**config.mk**
```make
export PLATFORM = sky130hd
export DESIGN_NAME = prio_enc_seg_sync
export DESIGN_NICKNAME = d
export VERILOG_FILES = /design/src/rtl/prio_enc_seg_sync.sv
export SDC_FILE = /design/constraint.sdc
export NUM_CORES = 1
export LEC_CHECK = 0
export CAP_MARGIN = 20
export CORE_AREA = 2 2 71 73
export CTS_BUF_LIST = sky130_fd_sc_hd__clkbuf_4
export CTS_CLUSTER_SIZE = 28
export DETAILED_ROUTE_END_ITERATION = 7
export DIE_AREA = 0 0 73 75
export PLACE_DENSITY_LB_ADDON = 0.05
export RECOVER_POWER = 100
export SLEW_MARGIN = 20
export SYNTH_ARGS = -nofsm -noshare
export SYNTH_HDL_FRONTEND = slang
export SYNTH_SLANG_ARGS = --single-unit
```
**constraint.sdc**
```tcl
create_clock -name clk_i -period 1.7 [get_ports clk_i]
set_input_delay 0.51 -clock clk_i [delete_from_list [all_inputs] [get_ports clk_i]]
set_output_delay 0.51 -clock clk_i [all_outputs]
set_load 0.01 [all_outputs]
```
**src/rtl/prio_enc_seg_sync.sv**
```systemverilog
// prio_enc_seg_sync
//   Clocked priority encoder with seven-segment readout. Raw switch inputs are
//   brought into the clock domain by a two-flop synchroniser. A debouncer then
//   filters them, and the highest set bit of the debounced vector is encoded.
//   The code, a valid flag and a change pulse are registered. A saturating count
//   of change pulses is kept, and the registered code is shown as an active-low
//   hex digit.
//
// Parameters
//   N       input vector width (2..16)
//   STABLE  debounce length in cycles (1..255)
//   CNT_W   event counter width
//   W       code width, derived from N
//
// Ports
//   clk_i      system clock, rising edge
//   rst_ni     asynchronous active-low reset
//   x_i        raw switch inputs, asynchronous to clk_i
//   en_i       encoder enable; 0 forces code 0 / invalid
//   hold_i     1 = keep the last valid code while the input is all-zero
//   clr_i      synchronous clear of evt_cnt_o (wins over increment)
//   y_o        index of the highest set bit
//   sig_o      valid flag
//   chg_o      one-cycle pulse when y_o or sig_o changed
//   evt_cnt_o  saturating count of chg_o pulses
//   seg_o      active-low hex digit of y_o, seg_o[0]=a .. seg_o[6]=g, 7'h7F = blank

module prio_enc_seg_sync #(
  parameter int unsigned N      = 8,
  parameter int unsigned STABLE = 4,
  parameter int unsigned CNT_W  = 8,
  localparam int unsigned W     = $clog2(N)
) (
  input  logic             clk_i,
  input  logic             rst_ni,
  input  logic [N-1:0]     x_i,
  input  logic             en_i,
  input  logic             hold_i,
  input  logic             clr_i,
  output logic [W-1:0]     y_o,
  output logic             sig_o,
  output logic             chg_o,
  output logic [CNT_W-1:0] evt_cnt_o,
  output logic [6:0]       seg_o
);

  // STABLE is at most 255, so an 8-bit run counter always suffices.
  localparam int unsigned DbW = 8;
  localparam logic [DbW-1:0] DbLast = DbW'(STABLE - 1);
  localparam logic [CNT_W-1:0] EvtMax = {CNT_W{1'b1}};

  // Synchroniser stages.
  logic [N-1:0] s1_q, s2_q;

  // Debouncer state.
  logic [N-1:0]   cand_q, cand_d;
  logic [DbW-1:0] cnt_q, cnt_d;
  logic [N-1:0]   stab_q, stab_d;

  // Output register and event counter.
  logic [W-1:0]     y_q, y_d;
  logic             sig_q, sig_d;
  logic             chg_q, chg_d;
  logic [CNT_W-1:0] evt_q, evt_d;

  // Priority encoder outputs.
  logic [W-1:0] enc_y;
  logic         enc_v;

  // ---------------------------------------------------------------------------
  // Debounce: a new value must sit unchanged at s2 for STABLE+1 cycles before
  // it is copied into stab. The counter then holds at its last value, so stab
  // is simply reloaded with the same candidate until s2 moves again.
  // ---------------------------------------------------------------------------
  always_comb begin
    cand_d = cand_q;
    cnt_d  = cnt_q;
    stab_d = stab_q;
    if (s2_q != cand_q) begin
      cand_d = s2_q;
      cnt_d  = '0;
    end else if (cnt_q == DbLast) begin
      stab_d = cand_q;
    end else begin
      cnt_d = cnt_q + 1'b1;
    end
  end

  // ---------------------------------------------------------------------------
  // Priority encoder: the scan runs in ascending order, so the last hit is the
  // highest set index.
  // ---------------------------------------------------------------------------
  always_comb begin
    enc_y = '0;
    enc_v = 1'b0;
    for (int unsigned i = 0; i < N; i++) begin
      if (stab_q[i]) begin
        enc_y = W'(i);
        enc_v = 1'b1;
      end
    end
  end

  // ---------------------------------------------------------------------------
  // Next output state. en has the highest priority. hold keeps the current
  // registered code only while the debounced input is empty. en and hold are
  // sampled every cycle, so dropping either takes effect on the next edge.
  // ---------------------------------------------------------------------------
  always_comb begin
    y_d   = enc_y;
    sig_d = enc_v;
    if (!en_i) begin
      y_d   = '0;
      sig_d = 1'b0;
    end else if (!enc_v && hold_i) begin
      y_d   = y_q;
      sig_d = sig_q;
    end
    chg_d = (y_d != y_q) || (sig_d != sig_q);
  end

  // The counter counts registered chg pulses. clr wins over an increment
  // in the same cycle.
  always_comb begin
    evt_d = evt_q;
    if (clr_i) begin
      evt_d = '0;
    end else if (chg_q && (evt_q != EvtMax)) begin
      evt_d = evt_q + 1'b1;
    end
  end

  always_ff @(posedge clk_i or negedge rst_ni) begin
    if (!rst_ni) begin
      s1_q   <= '0;
      s2_q   <= '0;
      cand_q <= '0;
      cnt_q  <= '0;
      stab_q <= '0;
      y_q    <= '0;
      sig_q  <= 1'b0;
      chg_q  <= 1'b0;
      evt_q  <= '0;
    end else begin
      s1_q   <= x_i;
      s2_q   <= s1_q;
      cand_q <= cand_d;
      cnt_q  <= cnt_d;
      stab_q <= stab_d;
      y_q    <= y_d;
      sig_q  <= sig_d;
      chg_q  <= chg_d;
      evt_q  <= evt_d;
    end
  end

  // ---------------------------------------------------------------------------
  // Seven-segment decode. It reads only registered state, so activity on x_i
  // cannot glitch the display.
  // ---------------------------------------------------------------------------
  logic [3:0] y_hex;
  logic [6:0] glyph;

  always_comb begin
    y_hex          = '0;
    y_hex[W-1:0]   = y_q;
  end

  always_comb begin
    glyph = 7'h7F;
    case (y_hex)
      4'h0:    glyph = 7'h40;
      4'h1:    glyph = 7'h79;
      4'h2:    glyph = 7'h24;
      4'h3:    glyph = 7'h30;
      4'h4:    glyph = 7'h19;
      4'h5:    glyph = 7'h12;
      4'h6:    glyph = 7'h02;
      4'h7:    glyph = 7'h78;
      4'h8:    glyph = 7'h00;
      4'h9:    glyph = 7'h10;
      4'hA:    glyph = 7'h08;
      4'hB:    glyph = 7'h03;
      4'hC:    glyph = 7'h46;
      4'hD:    glyph = 7'h21;
      4'hE:    glyph = 7'h06;
      default: glyph = 7'h0E;
    endcase
  end

  assign y_o       = y_q;
  assign sig_o     = sig_q;
  assign chg_o     = chg_q;
  assign evt_cnt_o = evt_q;
  assign seg_o     = sig_q ? glyph : 7'h7F;

endmodule

```
==> reports/metrics.csv, run 1 <==
stage;metric;value;unit
status;status;finished with violations;
status;violations;negative setup slack;
power;swShare;0.239;
sta;setup_viol;18;
cts;cts-root-buf;clkbuf_4;
synth;synth_area;2290;sq um
power;power-per-cell-area;637;nW/um^2
routing;ant_nets;0;
synth;avgSynthCellArea;11.5;sq um
critical_path;startpoint;y_o[1];
synth;synth_top_area_share;0.578;
critical_path;cp-endpoint;seg_o[3];
die;die-area;5480;sq um
synth;syn_nets;219;
placement;io_buffers;32;
final_layout;drive_gt1_frac;0.375;
routing;vias;1700;
power;p_switching;479;uW
critical_path;crit_fanout;3;
die;coreArea;4660;sq um
sta;skew;0.00605;ns
die;num_rows;25;
worst_hold_path;min_path_type;reg -> reg;
synth;synth_seq_cells;53;
synth;yosysTopAreaCell;dfrtp_1;
cts;clk_latency;0.37;ns
critical_path;rr_startpoint;evt_cnt_o[1];
die;die_w;73;microns
critical_path;r2r-end;evt_cnt_o[4];
sta;maxSlewViolCount;0;
final_layout;synthToLayoutAreaGrowth;36.9;%
routing;vias_per_cell;5.26;
routing;route.detailed.wl_per_inst;14.0;microns
routing;wirelength;4.52;mm
cts;cts_made_buffers;5;
synth;yosys_warnings;0;
power;seq_power_share;0.656;
global_routing;grt_max_degree;54;
global_routing;antenna_found_initial;0;
final_layout;n_fill_cell;345;
placement;dp_hpwl;2.99;mm
synth;synthTopCellsByCount;dfrtp_1, nor2_1, xor2_1, nand2_1, clkbuf_1;
synth;yosysUniqueCellTypes;35;
die;start_util;0.492;
final_layout;nets;288;
cts;clk_pin_slew;0.15;ns
synth;synth_edf_count;0;
die;die_h;75;microns
critical_path;crit_required;1.19;ns
synth;syn_inst;199;
critical_path;critPathKind;reg -> out;
sta;fin_crit;1.95;ns
critical_path;reg2reg_slack;-0.10;ns
sta;worst_pin_slew;1.25;ns
sta;max_freq;513;MHz
die;floorplan.io_pins;33;
critical_path;worst_setup_path_end_kind;output pin;
power;p_leak;0.00146;uW
cts;cts_buffer_depth;2;
synth;synth_ff_type;dfrtp_1;
sta;whs;0.366;ns
power;p_clk_frac;0.281;
sta;fin_crit_sh;1.15;
global_routing;grt_pass1_wl;7.69;mm
cts;clock_sinks;53;
global_routing;grt_pass1_vias;1778;
global_routing;gr-total-overflow;0;
cts;cts_tree;done;
routing;remaining_drc_errors;0;
sta;rsz0062_at_grt;true;
synth;synth.most_common_cell;dfrtp_1;
placement;place.gp.congestion;0.791;
synth;synthTopCellsByArea;dfrtp_1, xor2_1, mux2_2, ha_1, nor2_1;
critical_path;critPathArrivalTime;1.44;ns
synth;ys_seq_area_frac;0.578;
global_routing;grtUsageTotal;0.185;
sta;relSlewSlack;0.169;
flow_run;max_cap_violations;0;
sta;postLayoutSetupSlackWorst;-0.249;ns
final_layout;final_util;0.674;
power;cell_internal_pwr;1520;uW
routing;drtIter0Drc;64;
cts;h-tree-depth;2;
critical_path;start_kind;register;
routing;firstDrtPassIters;4;
cts;cts_hold_buf;0;
critical_path;reg2reg_depth;7;
synth;async_reset_ff_frac;1.00;
sta;hold_viol_final;0;
power;vdd_drop_max;360;uV
power;combPwrFrac;0.064;
final_layout;antennaDiodeCount;0;
[worst min-delay path by stage]
stage | startpoint | to | slack, ns | cells past startpoint
3_3_place_gp | s1_q[7] | s2_q[7] | 0.33 | 0
2_1_floorplan | rst_ni | cand_q[0] | 0.21 | 0
5_1_grt | s1_q[0] | s2_q[0] | 0.38 | 0
6_report | s1_q[4] | s2_q[4] | 0.37 | 0
3_5_place_dp | s1_q[4] | s2_q[4] | 0.33 | 0
4_1_cts | rst_ni | evt_cnt_o[2] | 0.11 | 2
[worst max-delay path: stages (launching register included)]
cell and delay [ns]:
dfrtp_1 0.43, inv_2 0.08, ha_4 0.27, nand2b_4 0.11, nand3_2 0.07, buf_6 0.12
[per-layer routing]
layer / share of wire / global-route usage
met4: 0.035 / 0.0885
met1: 0.37 / 0.193
met5: 0 / 0
met2: 0.56 / 0.347
met3: 0.034 / 0.0455
[through the flow]
step                cells  cell area (sq um)  power (uW)  worst slack [ns]  setup TNS [ns]
global placement      293               2800        1460            -0.245           -2.20
finish                323               3140        2000            -0.249           -1.92
global route          323               3140        2100            -0.316           -4.23
CTS                   315               3090        2040            -0.251           -2.13
detailed placement    293               2800        1460            -0.310           -2.41
floorplan             199               2300        1380           -0.0237         -0.0237
[logic make-up (layout without fill, tap and decap cells)]
logic type / Yosys count / after routing / synth area share
mux: 11 / 11 / 0.0529
buf+inv: 18 / 88 / 0.0295
xor+xnor: 19 / 19 / 0.0726
fa+ha+maj: 7 / 7 / 0.0382
flops: 53 / 53 / 0.578
compound gates: 23 / 23 / 0.0715
simple gates: 68 / 68 / 0.157
[cell usage in the layout (no fill, tap or decap), types with 3 or more instances in the layout]
cell             count
xnor2_1              3
ha_4                 6
buf_2                7
mux2_4               8
and3_1               4
buf_4               30
dfrtp_1             50
buf_6               11
xor2_1              16
nor2b_1              4
nand2_2              4
clkdlybuf4s50_1      3
o31ai_1              3
clkbuf_1             3
dfrtp_2              3
nor2_1              18
inv_1                4
dlygate4sd3_1        8
a21oi_1              7
dlygate4sd2_1        7
nand3_1              7
nand2_1             10
clkbuf_4             8
[flip-flops by register name, summed over array words and instances, names as in the netlist]
name	count
evt_cnt_o	8
y_o	3
sig_o	1
cnt_q	8
s1_q	8
s2_q	8
chg_o	1
stab_q	8
cand_q	8
[layout make-up]
cell class,instances,area (sq um),share of cell area
repair buffers,74,599,0.191
well taps,54,67.6,0.0215
inverters,6,22.5,0.00717
clock buffers,5,37.5,0.0120
flip-flops and latches,53,1330,0.424
multi-input cells,128,1060,0.338
clock inverters,3,21.3,0.00677
[power groups by stage]
| stage | clock [uW] | sequential (uW) | combinational, uW |
|---|---|---|---|
| 2_1_floorplan | 0 | 1340 | 42.2 |
| 6_report | 561 | 1310 | 127 |
| 3_5_place_dp | 0 | 1340 | 126 |
| 5_1_grt | 639 | 1320 | 143 |
| 3_3_place_gp | 0 | 1340 | 123 |
| 4_1_cts | 590 | 1310 | 134 |
[repair_timing]
action	4_1_cts	5_1_grt
setup endpoints to repair	28	34
gates resized for setup	88	23
buffers inserted	14	8
pin swaps	11	14
Note: power is estimated with default switching activity, not from simulation.
==> run 2, diff against run 1 <==
CAP_MARGIN = unset   (was 20)
SKIP_LAST_GASP = 1   (was unset)
==> run 2 against run 1 <==
Compared with the run above:
- clock power hardly changed
- sequential power hardly changed
- critical path depth stayed put
- the flow still finishes with violations (negative setup slack)
- die area stayed put
- sequential share of layout area is 0.10 points higher
- routed wire length is 1.9% lower
- worst hold slack stayed put
- cell count stayed put
- non-clock buffer count stayed put
- flip-flop and latch count stayed put
==> reports/metrics.csv, run 2 (same netlist as run 1, synthesis figures left out) <==
stage;metric;value;unit
worst_hold_path;min_path_type;reg -> reg;
cts;h-tree-depth;2;
critical_path;crit_family;flip-flops;
die;floorplan.io_pins;33;
cts;clk_pin_slew;0.15;ns
critical_path;path_buf_inv;2;
final_layout;nets;288;
status;status;finished with violations;
die;die-area;5480;sq um
cts;clk_latency;0.36;ns
cts;cts_tree;done;
cts;cts-root-buf;clkbuf_4;
global_routing;grt_pass1_wl;7.57;mm
cts;cts_hold_buf;0;
sta;fin_crit_sh;1.14;
routing;remaining_drc_errors;0;
flow_run;max_cap_violations;0;
status;violations;negative setup slack;
sta;max_freq;515;MHz
cts;cts_buffer_depth;2;
sta;hold_viol_final;0;
die;coreArea;4660;sq um
global_routing;gr-total-overflow;0;
sta;rsz0062_at_grt;true;
critical_path;slowest_stage;dfrtp_1;
global_routing;grt_pass1_vias;1747;
critical_path;worst_setup_path_end_kind;output pin;
final_layout;synthToLayoutAreaGrowth;36.6;%
sta;setup_viol;21;
global_routing;grt_max_degree;54;
power;vdd_drop_max;360;uV
final_layout;stdcell_count;323;
routing;route.detailed.wl_per_inst;13.7;microns
critical_path;crit_required;1.19;ns
final_layout;final_cell_mix;dfrtp_1, buf_4, nor2_1;
routing;vias;1689;
die;die_w;73;microns
die;num_rows;25;
cts;cts_made_buffers;5;
sta;maxSlewViolCount;0;
critical_path;crit_path_max_incr_delay;0.43;ns
routing;ant_nets;0;
final_layout;drive_gt1_frac;0.364;
critical_path;crit_fanout;3;
final_layout;antennaDiodeCount;0;
routing;wirelength;4.43;mm
global_routing;grtUsageTotal;0.181;
sta;relSlewSlack;0.168;
sta;postLayoutSetupSlackWorst;-0.242;ns
routing;vias_per_cell;5.23;
power;power-per-cell-area;640;nW/um^2
placement;placed_cells;293;
sta;fin_crit;1.94;ns
critical_path;critPathArrivalTime;1.43;ns
cts;clock_sinks;53;
sta;worst_pin_slew;1.25;ns
critical_path;critPathKind;reg -> out;
power;p_leak;0.00145;uW
routing;firstDrtPassIters;4;
final_layout;final_common_cell;dfrtp_1;
sta;tns;-2.34;ns
die;die_h;75;microns
die;start_util;0.492;
placement;place.gp.congestion;0.791;
critical_path;start_kind;register;
power;p_total;2010;uW
critical_path;crit_path_cell_trace;inv_2 > ha_4 > nand2b_4 > nand3_2 > buf_6;
placement;dp_hpwl;2.99;mm
sta;skew;0.00560;ns
placement;io_buffers;32;
global_routing;antenna_found_initial;0;
routing;drtIter0Drc;51;
[run 2: repair_timing]
action | 4_1_cts | 5_1_grt
pin swaps | 9 | 11
hold endpoints to repair | 0 | 0
gates resized for setup | 85 | 24
endpoints found under the setup margin | 28 | 38
buffers inserted | 14 | 9
[run 2: worst reg2reg max path, delay by kind of cell, from the launching register on]
kind | cells | cell delay (ns)
AOI/OAI and AO/OA | 2 | 0.40
DFF | 1 | 0.41
adders and majority gates | 1 | 0.16
and+or+nand+nor | 3 | 0.58
buffers and inverters | 2 | 0.25
[run 2: cell type report]
type	instances	area (sq um)
sequential	53	1330
multi-input combinational	128	1060
clock buffer	5	37.5
timing repair buffer	74	597
clock inverter	3	21.3
tap	54	67.6
fill	352	1530
inverter	6	22.5
[run 2: metal layers]
metal / vias up / track usage / part of all wire
met1: 829 / 0.195 / 0.39
met3: 13 / 0.0442 / 0.035
met5: - / 0 / 0
met4: 0 / 0.0720 / 0.027
met2: 43 / 0.339 / 0.55
li1: 804 / - / -
[run 2: worst paths after layout]
path                         startpoint      endpoint  slack, ns  cells past startpoint
max                              y_o[1]      seg_o[3]      -0.24                      5
min                             s1_q[4]       s2_q[4]       0.37                      0
max reg2reg                evt_cnt_o[0]  evt_cnt_o[4]      -0.15                      8
min reg2reg                     s1_q[4]       s2_q[4]       0.37                      0
max in group asynchronous        rst_ni  evt_cnt_o[6]       0.43                      2
min in group asynchronous        rst_ni  evt_cnt_o[2]       0.46                      2
[run 2: power breakdown]
part / switching, uW / internal, uW / total (uW) / leakage (uW)
registers: 18.1 / 1290 / 1310 / 0.000678
clock network: 395 / 165 / 559 / 0.0000316
logic: 65.8 / 67.8 / 134 / 0.000745
[run 2: metrics by stage]
step	instance area, sq um	hold slack (ns)	setup slack (ns)	util
floorplan	2300	0.214	-0.0237	-
detailed placement	2800	0.335	-0.310	0.601
CTS	3080	0.109	-0.253	0.661
global placement	2800	0.334	-0.245	0.601
global route	3130	0.379	-0.308	0.672
finish	3130	0.366	-0.242	0.672
==> run 3, diff against run 2 <==
CORE_AREA = 2 2 67 69   (was 2 2 71 73)
DIE_AREA = 0 0 69 71   (was 0 0 73 75)
RECOVER_POWER = unset   (was 100)
clock period = 2.19 ns   (was 1.7 ns; I/O delays follow)
==> run 3 against run 2 <==
Compared with the run above:
- register-to-register slack improved by 0.38 ns
- largest cell class unchanged
- setup slack improved by 0.26 ns
- the flow now finishes without violations
- first-iteration DRC count is 94% higher
- total power decreased by 23%
- count of clock-buffer cells in the layout did not move
- non-clock buffer count is 33 lower
- critical endpoint is now seg_o[6]
==> reports/metrics.csv, run 3 (same netlist as run 1, synthesis figures left out) <==
stage;metric;value;unit
status;status;finished, final reports clean;
final_layout;final_common_cell;dfrtp_1;
global_routing;gr-total-overflow;0;
sta;hold_viol_final;0;
power;power-per-cell-area;560;nW/um^2
cts;cts-root-buf;clkbuf_4;
global_routing;grt_max_degree;54;
critical_path;reg2reg_slack;0.23;ns
critical_path;worst_setup_path_end_kind;output pin;
global_routing;grt_pass1_wl;6.91;mm
cts;cts_made_buffers;5;
placement;place.gp.congestion;0.820;
power;combPwrFrac;0.055;
power;swShare;0.238;
power;cell_internal_pwr;1180;uW
final_layout;antennaDiodeCount;0;
critical_path;critPathKind;reg -> out;
global_routing;antenna_found_initial;0;
sta;max_freq;461;MHz
final_layout;nets;255;
critical_path;slowest_stage;dfrtp_1;
routing;vias_per_cell;5.32;
final_layout;synthToLayoutAreaGrowth;20.2;%
critical_path;reg2reg_depth;5;
critical_path;worst-path-stages;5;
sta;skew;0.0189;ns
power;p_leak;0.00123;uW
placement;pre_cts_ws;-0.0132;ns
critical_path;path_buf_inv;2;
cts;cts_buffer_depth;2;
cts;cts_tree;done;
die;num_rows;24;
critical_path;start_kind;register;
routing;vias;1532;
die;die_w;69;microns
sta;fin_crit;2.17;ns
routing;drtIter0Drc;99;
critical_path;critPathArrivalTime;1.51;ns
sta;maxSlewViolCount;0;
power;p_total;1540;uW
final_layout;drive_gt1_frac;0.203;
critical_path;crit_path_cell_trace;buf_4 > ha_2 > nor2b_2 > o21ai_1 > buf_2;
cts;clk_latency;0.38;ns
worst_hold_path;min_path_type;in -> async;
critical_path;crit_family;flip-flops;
die;die-area;4900;sq um
power;p_switching;368;uW
placement;dp_hpwl;2.74;mm
power;seq_power_share;0.661;
cts;clk_pin_slew;0.16;ns
sta;relSlewSlack;0.696;
sta;worst_pin_slew;0.451;ns
routing;ant_nets;0;
power;p_clk_frac;0.283;
cts;h-tree-depth;2;
global_routing;grt_pass1_vias;1642;
sta;postLayoutSetupSlackWorst;0.0200;ns
die;coreArea;4200;sq um
final_layout;final_cell_mix;dfrtp_1, clkdlybuf4s50_1, nor2_1;
routing;route.detailed.wl_per_inst;13.2;microns
routing;remaining_drc_errors;0;
die;start_util;0.546;
sta;fin_crit_sh;0.991;
placement;io_buffers;32;
global_routing;grtUsageTotal;0.176;
die;die_h;71;microns
critical_path;crit_fanout;6;
power;vdd_drop_max;552;uV
die;floorplan.io_pins;33;
flow_run;max_cap_violations;0;
sta;setup_viol;0;
sta;rsz0062_at_grt;true;
critical_path;crit_path_max_incr_delay;0.42;ns
critical_path;crit_required;1.53;ns
cts;clock_sinks;53;
routing;wirelength;3.81;mm
routing;firstDrtPassIters;5;
[run 3: changes by cell type in the layout (fill, tap and decap cells not counted), moves of 8 or more]
cell / previous run / this run
mux2_4: 8 / 0
clkdlybuf4s50_1: 3 / 22
buf_4: 29 / 7
mux2_2: 1 / 9
buf_6: 11 / 0
dlygate4sd3_1: 8 / 0
[run 3: path summary, 6_finish.rpt]
path / from / end
worst max-delay path: y_o[0] / seg_o[6]
min in group clk_i: s1_q[6] / s2_q[6]
max in group asynchronous: rst_ni / cnt_q[2]
worst min register to register: s1_q[6] / s2_q[6]
worst min-delay path: rst_ni / evt_cnt_o[4]
worst max register to register: cnt_q[0] / stab_q[4]
[run 3: layout make-up]
| type | count | area (sq um) |
|---|---|---|
| Clock buffer | 5 | 37.5 |
| Clock inverter | 3 | 21.3 |
| Tap cell | 52 | 65.1 |
| Fill cell | 335 | 1450 |
| Inverter | 6 | 22.5 |
| Multi-Input combinational cell | 128 | 907 |
| Sequential cell | 53 | 1330 |
| Timing Repair Buffer | 41 | 374 |
[run 3: repair_timing]
item,CTS,global route
gates resized for setup,26,10
setup buffers,1,2
pin swaps,0,0
hold buffers,0,0
endpoints found under the setup margin,10,9
[run 3: power by group through the flow]
| stage | Sequential, uW | Combinational [uW] | Clock (uW) |
|---|---|---|---|
| after detailed placement | 1040 | 87.9 | 0 |
| after floorplan | 1040 | 32.6 | 0 |
| after global routing | 1020 | 96.2 | 505 |
| final | 1020 | 85.6 | 437 |
| after CTS | 1020 | 88.4 | 461 |
| after global placement | 1040 | 85.4 | 0 |
[run 3: per-layer routing]
| layer | vias to the layer above | share of wire | track usage |
|---|---|---|---|
| met5 | - | 0 | 0 |
| met4 | 0 | 0.019 | 0.0763 |
| met3 | 7 | 0.046 | 0.0570 |
| met2 | 41 | 0.50 | 0.303 |
| met1 | 744 | 0.43 | 0.202 |
| li1 | 740 | - | - |
[run 3: through the flow]
stage,hold slack [ns],cell area [sq um],TNS (ns),util,std cells
6_report,0.240,2760,0,0.656,288
5_1_grt,0.231,2760,-0.320,0.656,288
4_1_cts,0.240,2730,-0.204,0.650,286
3_5_place_dp,0.339,2690,-0.0132,0.639,277
3_3_place_gp,0.341,2690,0,0.639,277
2_1_floorplan,0.331,2290,0,-,199
[run 3: worst reg2reg max path, cell delays in order, from the launching register on]
cell and delay (ns):
dfrtp_1 0.42, ha_1 0.24, nor4b_1 0.34, nand2_1 0.28
nor2_8 0.22, mux2_2 0.36
